<file path="src/rtl/op_issuer.sv">
// -----------------------------------------------------------------------------
// op_issuer
//
// Turns host commands and a host write-data stream into the operation/in_data
// word sequence that the W/X memory + m8x8 multiplier controller expects.
//
//   opcode 0  : no-op, acknowledged with a done pulse
//   opcode 1  : multiply; the command word is held on `operation` for exactly
//               WLEN*XLINES enabled cycles, followed by DRAIN idle cycles so
//               y write-back completes and the next multiply sees a fresh
//               rising edge of opcode 1
//   opcode 2  : page write; one operation word per accepted data beat, zero
//               on stall cycles, WR_WORDS beats in total, then one idle cycle
//   3..15     : rejected with an err pulse, no output activity
//
// Ports
//   clk         clock, all state on posedge
//   reset       asynchronous active-high reset, clears all state
//   enable      global enable; low freezes state/counters/outputs
//   cmd_valid   host command valid
//   cmd_ready   command accepted when high (IDLE and enabled)
//   cmd_op      [3:0] opcode, [7:4] a, [11:8] b, [15:12] c (fields unchecked)
//   data_valid  host write-data valid
//   data_ready  write word accepted when high (WRITE, beats left, enabled)
//   data_in     host write word
//   operation   registered operation word to controller, [31:16] always 0
//   in_data     registered write data to controller
//   busy        high whenever a command is in progress
//   done        one-cycle pulse on command completion
//   err         one-cycle pulse on an illegal opcode
// -----------------------------------------------------------------------------
module op_issuer #(
    parameter int WLEN     = 32,
    parameter int XLINES   = 2,
    parameter int WR_WORDS = 64,
    parameter int DRAIN    = 16
) (
    input  logic        clk,
    input  logic        reset,
    input  logic        enable,
    input  logic        cmd_valid,
    output logic        cmd_ready,
    input  logic [15:0] cmd_op,
    input  logic        data_valid,
    output logic        data_ready,
    input  logic [31:0] data_in,
    output logic [31:0] operation,
    output logic [31:0] in_data,
    output logic        busy,
    output logic        done,
    output logic        err
);

    localparam int MULT_CYCLES = WLEN * XLINES;
    localparam int MW = $clog2(MULT_CYCLES + 1);
    localparam int DW = $clog2(DRAIN + 1);
    localparam int BW = $clog2(WR_WORDS + 1);

    localparam logic [MW-1:0] MULT_LAST  = MW'(MULT_CYCLES);
    localparam logic [DW-1:0] DRAIN_LAST = DW'(DRAIN);
    localparam logic [BW-1:0] BEATS_ALL  = BW'(WR_WORDS);

    typedef enum logic [2:0] {
        S_IDLE  = 3'd0,
        S_MULT  = 3'd1,
        S_DRAIN = 3'd2,
        S_WRITE = 3'd3,
        S_GAP   = 3'd4
    } state_t;

    state_t        state;
    logic [MW-1:0] mult_cnt;
    logic [DW-1:0] drain_cnt;
    logic [BW-1:0] beat_cnt;
    logic [15:0]   cmd_word;   // latched command, replayed on every write beat
    logic [15:0]   op_word;    // low half of the operation register
    logic [31:0]   in_word;
    logic          done_q;
    logic          err_q;

    // Handshake readiness. data_ready drops as soon as the final beat has been
    // taken (beat_cnt == WR_WORDS) so no extra word can slip in.
    assign cmd_ready  = enable && (state == S_IDLE);
    assign data_ready = enable && (state == S_WRITE) && (beat_cnt != BEATS_ALL);

    assign operation = {16'h0000, op_word};
    assign in_data   = in_word;
    assign busy      = (state != S_IDLE);

    // The pulse registers keep their value while disabled so a completion that
    // lands just before enable drops is reported once enable returns; the
    // outputs themselves are forced low while disabled.
    assign done = done_q && enable;
    assign err  = err_q && enable;

    always_ff @(posedge clk or posedge reset) begin
        if (reset) begin
            state     <= S_IDLE;
            mult_cnt  <= '0;
            drain_cnt <= '0;
            beat_cnt  <= '0;
            cmd_word  <= '0;
            op_word   <= '0;
            in_word   <= '0;
            done_q    <= 1'b0;
            err_q     <= 1'b0;
        end else if (enable) begin
            done_q <= 1'b0;
            err_q  <= 1'b0;

            case (state)
                S_IDLE: begin
                    // cmd_ready is implied here: IDLE with enable high.
                    if (cmd_valid) begin
                        case (cmd_op[3:0])
                            4'd0: begin
                                done_q <= 1'b1;
                            end
                            4'd1: begin
                                // The word becomes visible after this edge,
                                // which is the first of the MULT_CYCLES cycles.
                                state    <= S_MULT;
                                cmd_word <= cmd_op;
                                op_word  <= cmd_op;
                                mult_cnt <= MW'(1);
                            end
                            4'd2: begin
                                // operation stays 0 until the first beat.
                                state    <= S_WRITE;
                                cmd_word <= cmd_op;
                                beat_cnt <= '0;
                            end
                            default: begin
                                err_q <= 1'b1;
                            end
                        endcase
                    end
                end

                S_MULT: begin
                    // mult_cnt = number of cycles the word has been shown,
                    // including the one that ends at this edge.
                    if (mult_cnt == MULT_LAST) begin
                        op_word   <= '0;
                        state     <= S_DRAIN;
                        drain_cnt <= DW'(1);
                    end else begin
                        mult_cnt <= mult_cnt + MW'(1);
                    end
                end

                S_DRAIN: begin
                    if (drain_cnt == DRAIN_LAST) begin
                        state  <= S_IDLE;
                        done_q <= 1'b1;
                    end else begin
                        drain_cnt <= drain_cnt + DW'(1);
                    end
                end

                S_WRITE: begin
                    if (beat_cnt == BEATS_ALL) begin
                        // The final word was shown for one cycle; close it.
                        op_word <= '0;
                        state   <= S_GAP;
                    end else if (data_valid) begin
                        op_word  <= cmd_word;
                        in_word  <= data_in;
                        beat_cnt <= beat_cnt + BW'(1);
                    end else begin
                        // Stall: zero operation so the controller never
                        // writes a stale in_data word; in_data holds.
                        op_word <= '0;
                    end
                end

                S_GAP: begin
                    state  <= S_IDLE;
                    done_q <= 1'b1;
                end

                default: begin
                    state   <= S_IDLE;
                    op_word <= '0;
                end
            endcase
        end
    end

endmodule

</file>
<file path="config.mk">
export PLATFORM = sky130hd
export DESIGN_NAME = op_issuer
export DESIGN_NICKNAME = d
export VERILOG_FILES = /design/src/rtl/op_issuer.sv
export SDC_FILE = /design/constraint.sdc
export NUM_CORES = 1
export LEC_CHECK = 0
export CAP_MARGIN = 30
export CORE_ASPECT_RATIO = 0.6
export CORE_MARGIN = 4
export CORE_UTILIZATION = 40
export CTS_CLUSTER_DIAMETER = 100
export DETAILED_ROUTE_END_ITERATION = 8
export PLACE_DENSITY = 0.7
export SLEW_MARGIN = 10
export SYNTH_ARGS = -nofsm -noshare
export SYNTH_HDL_FRONTEND = slang
export SYNTH_SLANG_ARGS = --single-unit
</file>
<file path="constraint.sdc">
create_clock -name clk -period 4.1 [get_ports clk]
set_input_delay 0.82 -clock clk [delete_from_list [all_inputs] [get_ports clk]]
set_output_delay 0.82 -clock clk [all_outputs]
set_load 0.01 [all_outputs]
</file>
; Word-level counts from Yosys, hierarchy flattened
; Cells that the tools add are included.
[totals]
word_cells = 87
register_bits = 88
out_inout_bits = 69
[op_classes]
addsub = 3
n_mux = 31
n_eq_ne = 21
reduce_logical = 21
n_bitwise = 2
[ops]
columns = op, n
row1 = 16-bit 2-to-1 mux, 5
row2 = 16-bit one-hot mux with 4 select lines, 1
row3 = 7-bit 2-to-1 mux, 7
row4 = 7-bit one-hot mux with 2 select lines, 2
row5 = 7-bit by 1-bit adder with 7-bit output (second input constant), 2
row6 = 7-bit == test (second input constant), 2
row7 = 2-bit != test (second input constant), 7
row8 = 3-bit 2-to-1 mux, 4
row9 = 3-bit one-hot mux with 4 select lines, 1
row10 = 4-bit AND reduction, 3
row11 = 6-bit AND reduction, 2
row12 = 5-bit 2-to-1 mux, 2
row13 = 5-bit one-hot mux with 2 select lines, 1
row14 = 5-bit AND reduction, 2
row15 = 7-bit != test (second input constant), 1
row16 = 3-bit by 2-bit == test with 1-bit output (second input constant), 2
row17 = 1-bit 2-to-1 mux, 6
row18 = 2-bit by 1-bit != test with 1-bit output (second input constant), 3
row19 = 3-bit one-hot mux with 2 select lines, 1
row20 = 2-bit nonzero test, 3
row21 = 5-bit by 1-bit adder with 5-bit output (second input constant), 1
row22 = 5-bit == test (second input constant), 1
row23 = 1-bit logical AND, 5
row24 = 4-bit by 1-bit == test with 1-bit output (second input constant), 1
row25 = other kinds (11), 13

; Longest topological paths before layout
; Gate-level depths: netlist of run 1.
[depth]
depth_word = 5
mapped_depth = 7
ltp_nobuf = 6

; Worst setup path before layout of run 1
; OpenSTA, ideal clock, no wires.
[synth_timing]
path_type = input to register
startpoint = input cmd_op[1]
endpoint = register op_word[10]
setup_ns = 0.125
t_arrival_ns = 2.179
t_required_ns = 3.975
setup_slack_ns = 1.796
path_buffers = 1
cell_stages = 5
path_cell_list = nor3_1 a22oi_2 a211oi_4 buf_12 mux2_4
[synth_between]
elab_chain_cells = 3
[synth_lines]
columns = item, line_no
row1 = "start, declared", 43  ; input logic [15:0] cmd_op,
row2 = 4-bit by 1-bit == test with 1-bit output, 115  ; case (cmd_op[3:0])
row3 = 2-bit by 1-bit != test with 1-bit output (no source line), n/a
row4 = 5-bit AND reduction (no source line), n/a
row5 = "end signal, assigned", 124  ; op_word <= cmd_op;
row6 = "end signal, assigned", 167  ; op_word <= cmd_word;
row7 = "end, declared", 76  ; logic [15:0] op_word;
; Every way passes these cells.
; A chain may end at the register's enable or synchronous reset.

; Worst setup path after layout of run 1
[layout_timing]
startpoint = input enable
endpoint = output data_ready
[layout_between]
elab_chain_cells = 2
[layout_lines]
columns = item, line_no
row1 = "start, declared", 40  ; input logic enable,
row2 = 1-bit logical AND (2 in series), 84  ; assign data_ready = enable && (state == S_WRITE) && (beat_cnt != BEATS_ALL);
row3 = "end, declared", 45  ; output logic data_ready,
; Every way passes these cells.

==> flow_summary.toml, run 1 <==
[die]
die_w_um = 143
start_util_pct = 41.3
fp.dieH_um = 89.1
rows = 29
io_pins = 122
core_region_area_sq_mm = 0.0106
die_area_sq_mm = 0.0128

[timing]
setup_viol = 0
tns_ns = 0
tightest_slew_ns = 0.891
skew_ns = 0.0107
post-route-period-util_pct = 73.3
maxSlewViolCount = 0
slew_headroom_pct = 40.6
fin_crit_ns = 3.01
fmax_ghz = 0.333
hold_viol_final = 0
rsz0062_at_grt = "false"
fin_ws_ns = 1.09

[power]
switchingPower_mw = 1.25
clkPwrFrac_pct = 20.1
power_density_mw_per_mm2 = 654
vdd_drop_max_mv = 0.359
seqPwrFrac_pct = 39.1
p_int_mw = 2.54
power_mw = 3.79
leakage_nw = 2.55
swShare_pct = 33.0
p_comb_share_pct = 40.8

[setup_path]
crit_arrival_ns = 2.19
r2r-end = "cmd_word[10]"
critPathSlowestCell = "clkdlybuf4s50_1"
crit_path_start_kind = "input pin"
end_kind = "output pin"
timing.rr.start = "state[0]"
r2r_slack_ns = 1.76
cp_slowest_stage_delay_ns = 0.53
cp_common_cell = "clkdlybuf4s50_1"
crit_chain = "clkdlybuf4s50_1 -> buf_4 -> and3_1 -> clkdlybuf4s50_1"
timing.reg2reg.worst_path_depth = 5
path_class = "in2out"
crit_buf_inv = 3
cp_top_family = "buffers and inverters"
cp_max_fo = 13
crit_required_ns = 3.28

[placed_design]
io_buffers = 105
hpwl_mm = 7.28
place_area_sq_mm = 0.00551
globalplace.congestion = 0.801
dp_slack_ns = 1.09
dp.cells = 590

[drt]
dr.pass1.iters = 4
antenna_left = 0
route.detailed.drc = 0
avgViaCountPerCell = 5.21
drt_iter0_drc = 183
num_vias = 3159
wirelength_mm = 10.2
wl_per_cell_um = 16.9

[yosys]
synthFlopType = "dfrtp_1"
synth.yosys.seq_area_share_pct = 50.2
synth_area_per_cell_sq_um = 12.3
syn-cell-area_sq_mm = 0.00439
ys_ff_latch = 88
ys_warn_count = 0
synth_edf_count = 0
async_flop_share_pct = 100
netlist_instances = 356
yosysUniqueCellTypes = 59

[final_layout]
stdcell_count = 606
area_delta_synth_final_pct = 32.1
drive_above_1_share_pct = 22.5
fin_area_sq_mm = 0.00579
finalNetCount = 521
n_antenna_cell = 0

[outcome]
outcome = "completed"

[clock_network]
htree_levels = 3
ctsHoldBuffers = 0
post_cts_buffers = 0
clock_latency_ns = 0.33
ctsLongestPathBuffers = 2
cts_resized = 0
cts_sinks = 88
clkTransAtPathRegs_ns = 0.07
cts_tree = "built"
cts_root_buf = "clkbuf_16"
numCtsBuffers = 9

[grt]
grt_pass1_wl_mm = 16.7
grt_max_degree = 48
grt_util_all_layers_pct = 16.5
antenna_found_initial = 0
grt.overflow.total = 0
grt_pass1_vias = 3279

[job]
max-cap-violations = 0

[worst_hold_path]
whs_endpoint = "cmd_word[2]"
hold_start = "cmd_word[2]"
holdPathStages = 1
min_path_type = "reg2reg"
cell usage after synthesis, types with 3 or more instances:
master	instances	area [sq um]
nor2b_1	4	25.0
a221o_1	4	40.0
dfrtp_1	88	2200
ha_1	6	75.1
and3_1	6	37.5
nor2_1	14	52.6
o31ai_1	3	22.5
mux2_2	52	586
a22o_1	17	149
and2_1	3	18.8
a31oi_1	5	31.3
nand4_1	4	25.0
a21o_1	4	30.0
o21ai_0	10	50.1
buf_4	19	143
nand3_1	10	50.1
mux2i_1	3	30.0
mux2_4	10	150
nand2_1	12	45.0
clkbuf_1	7	26.3
a21oi_1	10	50.1
inv_1	14	52.6
o41ai_1	3	26.3
buf_2	5	25.0
cell type report:
class                   count  area [sq um]
clock buffers              11           243
multi-input cells         235          1970
fillers                   889          4840
inverters                  15          57.6
clock inverters             5          40.0
repair buffers            113          1110
well taps                 139           174
flip-flops and latches     88          2200
flip-flops by register name, indices dropped and copies added, names as in the netlist:
register / count
state: 3
done_q: 1
drain_cnt: 5
beat_cnt: 7
in_data: 32
err_q: 1
mult_cnt: 7
cmd_word: 16
op_word: 16
metrics by stage:
stage / hold WS [ns] / util (%)
after floorplan: 0.454 / -
after global placement: 0.473 / 51.8
after detailed placement: 0.476 / 51.8
after CTS: 0.492 / 54.5
after global routing: 0.520 / 54.5
final: 0.492 / 54.5
worst register-to-register path: cells and delay by family (launching register included):
family | cells | cell delay (ns)
mux | 1 | 0.37
compound gates | 1 | 0.30
buf+inv | 1 | 0.32
simple gates | 2 | 0.64
flops | 1 | 0.59
cells by family (layout without fill, tap and decap cells):
group	Yosys count	in the layout	synth area share (%)
compound gates	74	74	13.8
fa+ha+maj	6	6	1.71
buf+inv	48	144	6.27
flops	88	88	50.2
mux	65	65	17.5
other cells	1	16	0.0855
simple gates	74	74	10.5
cell usage in the layout, fill, tap and decap left out, types with 3 or more instances in the layout:
master,Yosys,routed
and2_1,3,3
clkbuf_16,0,9
conb_1,1,16
mux2_4,10,10
dfrtp_1,88,88
o41ai_1,3,3
mux2_2,52,52
inv_1,14,13
nand2_1,12,12
o21ai_0,10,10
ha_1,6,6
nor2b_1,4,4
a21oi_1,10,10
clkinv_4,0,3
a22o_1,17,17
nand3_1,10,10
nor2_1,14,14
a21o_1,4,4
a31oi_1,5,5
clkdlybuf4s50_1,0,105
a221o_1,4,4
nand4_1,4,4
o31ai_1,3,3
mux2i_1,3,3
buf_4,19,8
and3_1,6,6
worst max-delay path by stage:
stage               startpoint     endpoint  slack (ns)  depth (start not counted)
floorplan                reset  beat_cnt[0]        1.00                          1
global placement        enable          err        1.09                          5
detailed placement      enable          err        1.09                          5
CTS                     enable          err        1.09                          5
global route            enable          err        1.03                          5
finish                  enable   data_ready        1.09                          4
power groups by stage:
stage                     sequential [mW]  combinational [mW]  clock (mW)
after global placement               1.47                1.52           0
after detailed placement             1.49                1.56           0
after CTS                            1.48                1.57       0.792
after floorplan                      1.51               0.844           0
after global routing                 1.53                1.69       0.834
final                                1.48                1.55       0.762
metal layers:
layer	vias to the layer above	GRT usage, %	wire length [um]
li1	1497	-	-
met5	-	0	0
met1	1560	23.0	4840
met4	0	3.50	104
met2	91	24.5	4530
met3	11	6.68	777
Power figures use the tool's default switching activity.
==> run 2: changes to the inputs <==
==> constraint.sdc (replaced) <==
create_clock -name clk -period 3.1 [get_ports clk]
set_input_delay 0.62 -clock clk [delete_from_list [all_inputs] [get_ports clk]]
set_output_delay 0.62 -clock clk [all_outputs]
set_load 0.01 [all_outputs]
==> flow_summary.toml, run 2 (synthesis gave the netlist of run 1 again) <==
[placed_design]
globalplace.congestion = 0.820
place_area_sq_mm = 0.00557
io_buffers = 105
dp_slack_ns = 0.329
hpwl_mm = 7.56

[final_layout]
drive_above_1_share_pct = 23.5
largest_reg_flops = 32
finalNetCount = 526
n_antenna_cell = 0
regArea_sq_mm = 0.00220
fin_area_sq_mm = 0.00591
final_cell_mix = "clkdlybuf4s50_1, dfrtp_1, mux2_2, a22o_1, conb_1"
multi_input_area_sq_mm = 0.00197
area_delta_synth_final_pct = 34.7
nFillCells = 907
layout_commonest_cell = "clkdlybuf4s50_1"

[clock_network]
cts_sinks = 88
numCtsBuffers = 9
cts_resized = 0
ctsHoldBuffers = 0
post_cts_buffers = 0
ctsLongestPathBuffers = 2
clkTransAtPathRegs_ns = 0.07
cts_root_buf = "clkbuf_16"
clock_latency_ns = 0.34
cts_tree = "built"
htree_levels = 3

[timing]
fmax_ghz = 0.374
post-route-period-util_pct = 86.2
rsz0062_at_grt = "false"
tns_ns = 0
maxSlewViolCount = 0
skew_ns = 0.00728
fin_ws_ns = 0.429
fin_crit_ns = 2.67
slew_headroom_pct = 62.8
tightest_slew_ns = 0.558
hold_viol_final = 0
setup_viol = 0

[power]
switchingPower_mw = 1.71
clkPwrFrac_pct = 23.3
seqPwrFrac_pct = 36.8
p_int_mw = 3.56
vdd_drop_max_mv = 0.436
leakage_nw = 2.61
power_mw = 5.26
swShare_pct = 32.4
p_comb_share_pct = 39.9
power_density_mw_per_mm2 = 890

[drt]
drt_iter0_drc = 219
num_vias = 3214
antenna_left = 0
avgViaCountPerCell = 5.26
route.detailed.drc = 0
dr.pass1.iters = 4
wirelength_mm = 10.4
wl_per_cell_um = 17.1

[setup_path]
crit_arrival_ns = 2.05
crit_path_start_kind = "register"
path_class = "reg2out"
crit_required_ns = 2.48
end_kind = "output pin"
cp_max_fo = 16

[grt]
grt_pass1_wl_mm = 17.1
grt.overflow.total = 0
grt_pass1_vias = 3271
antenna_found_initial = 0
grt_max_degree = 44
grt_util_all_layers_pct = 17.0

[die]
die_w_um = 143
rows = 29
io_pins = 122
die_area_sq_mm = 0.0128
fp.dieH_um = 89.1
core_region_area_sq_mm = 0.0106
start_util_pct = 41.3

[job]
max-cap-violations = 0

[worst_hold_path]
min_path_type = "reg2reg"

[outcome]
outcome = "completed"
run 2: changes by cell type in the layout (fill, tap and decap cells not counted), sizes merged:
cell / before / now
buf: 8 / 13
clkinv: 6 / 2
inv: 14 / 17
bufinv: 0 / 2
clkbuf: 11 / 10
run 2: routing by layer:
layer	up-vias	GRT usage (%)	share of wire (%)	routed length [um]
met5	-	0	0	0
met3	13	5.93	8.5	884
met2	101	25.1	43	4490
met4	0	4.44	0.98	102
li1	1498	-	-	-
met1	1602	24.0	48	4960
run 2: cell type report:
type	instances	share of cell area (%)
flip-flops and latches	88	37.3
multi-input cells	235	33.3
repair buffers	118	19.9
clock buffers	10	4.04
well taps	139	2.94
clock inverters	6	1.65
inverters	15	0.974
run 2: through the flow:
| step | cells | hold WS [ns] | util, % |
|---|---|---|---|
| 6_report | 611 | 0.500 | 55.6 |
| 5_1_grt | 611 | 0.524 | 55.6 |
| 4_1_cts | 611 | 0.505 | 55.6 |
| 3_5_place_dp | 595 | 0.484 | 52.4 |
| 3_3_place_gp | 595 | 0.483 | 52.4 |
| 2_1_floorplan | 371 | 0.454 | - |
run 2: worst paths after layout:
path	slack [ns]	from	depth (start not counted)	endpoint
setup / recovery	0.43	state[1]	3	data_ready
hold / removal	0.50	cmd_word[3]	1	cmd_word[3]
setup reg to reg	0.94	state[1]	6	cmd_word[5]
hold reg to reg	0.50	cmd_word[3]	1	cmd_word[3]
max in group asynchronous	1.84	reset	3	drain_cnt[3]
min in group asynchronous	0.60	reset	2	in_data[16]
run 2: worst max-delay path, stage by stage (launching register included):
cell and delay, ns:
dfrtp_1 0.69, and3b_1 0.30, and3_1 0.18, clkdlybuf4s50_1 0.54
run 2: power groups by stage:
stage | sequential, mW | clock (mW) | combinational, mW
2_1_floorplan | 1.99 | 0 | 1.12
3_3_place_gp | 1.91 | 0 | 2.06
3_5_place_dp | 1.95 | 0 | 2.12
4_1_cts | 1.93 | 1.26 | 2.13
5_1_grt | 2.01 | 1.32 | 2.28
6_report | 1.94 | 1.22 | 2.10
==> run 3: changes to the inputs <==
--- a/config.mk
+++ b/config.mk
@@ -12,6 +12,7 @@
 export CTS_CLUSTER_DIAMETER = 100
 export DETAILED_ROUTE_END_ITERATION = 8
 export PLACE_DENSITY = 0.7
+export SKIP_LAST_GASP = 1
 export SLEW_MARGIN = 10
 export SYNTH_ARGS = -nofsm -noshare
 export SYNTH_HDL_FRONTEND = slang
==> results of run 3 <==
No change in the layout: final DEF, timing and power equal those of run 2.
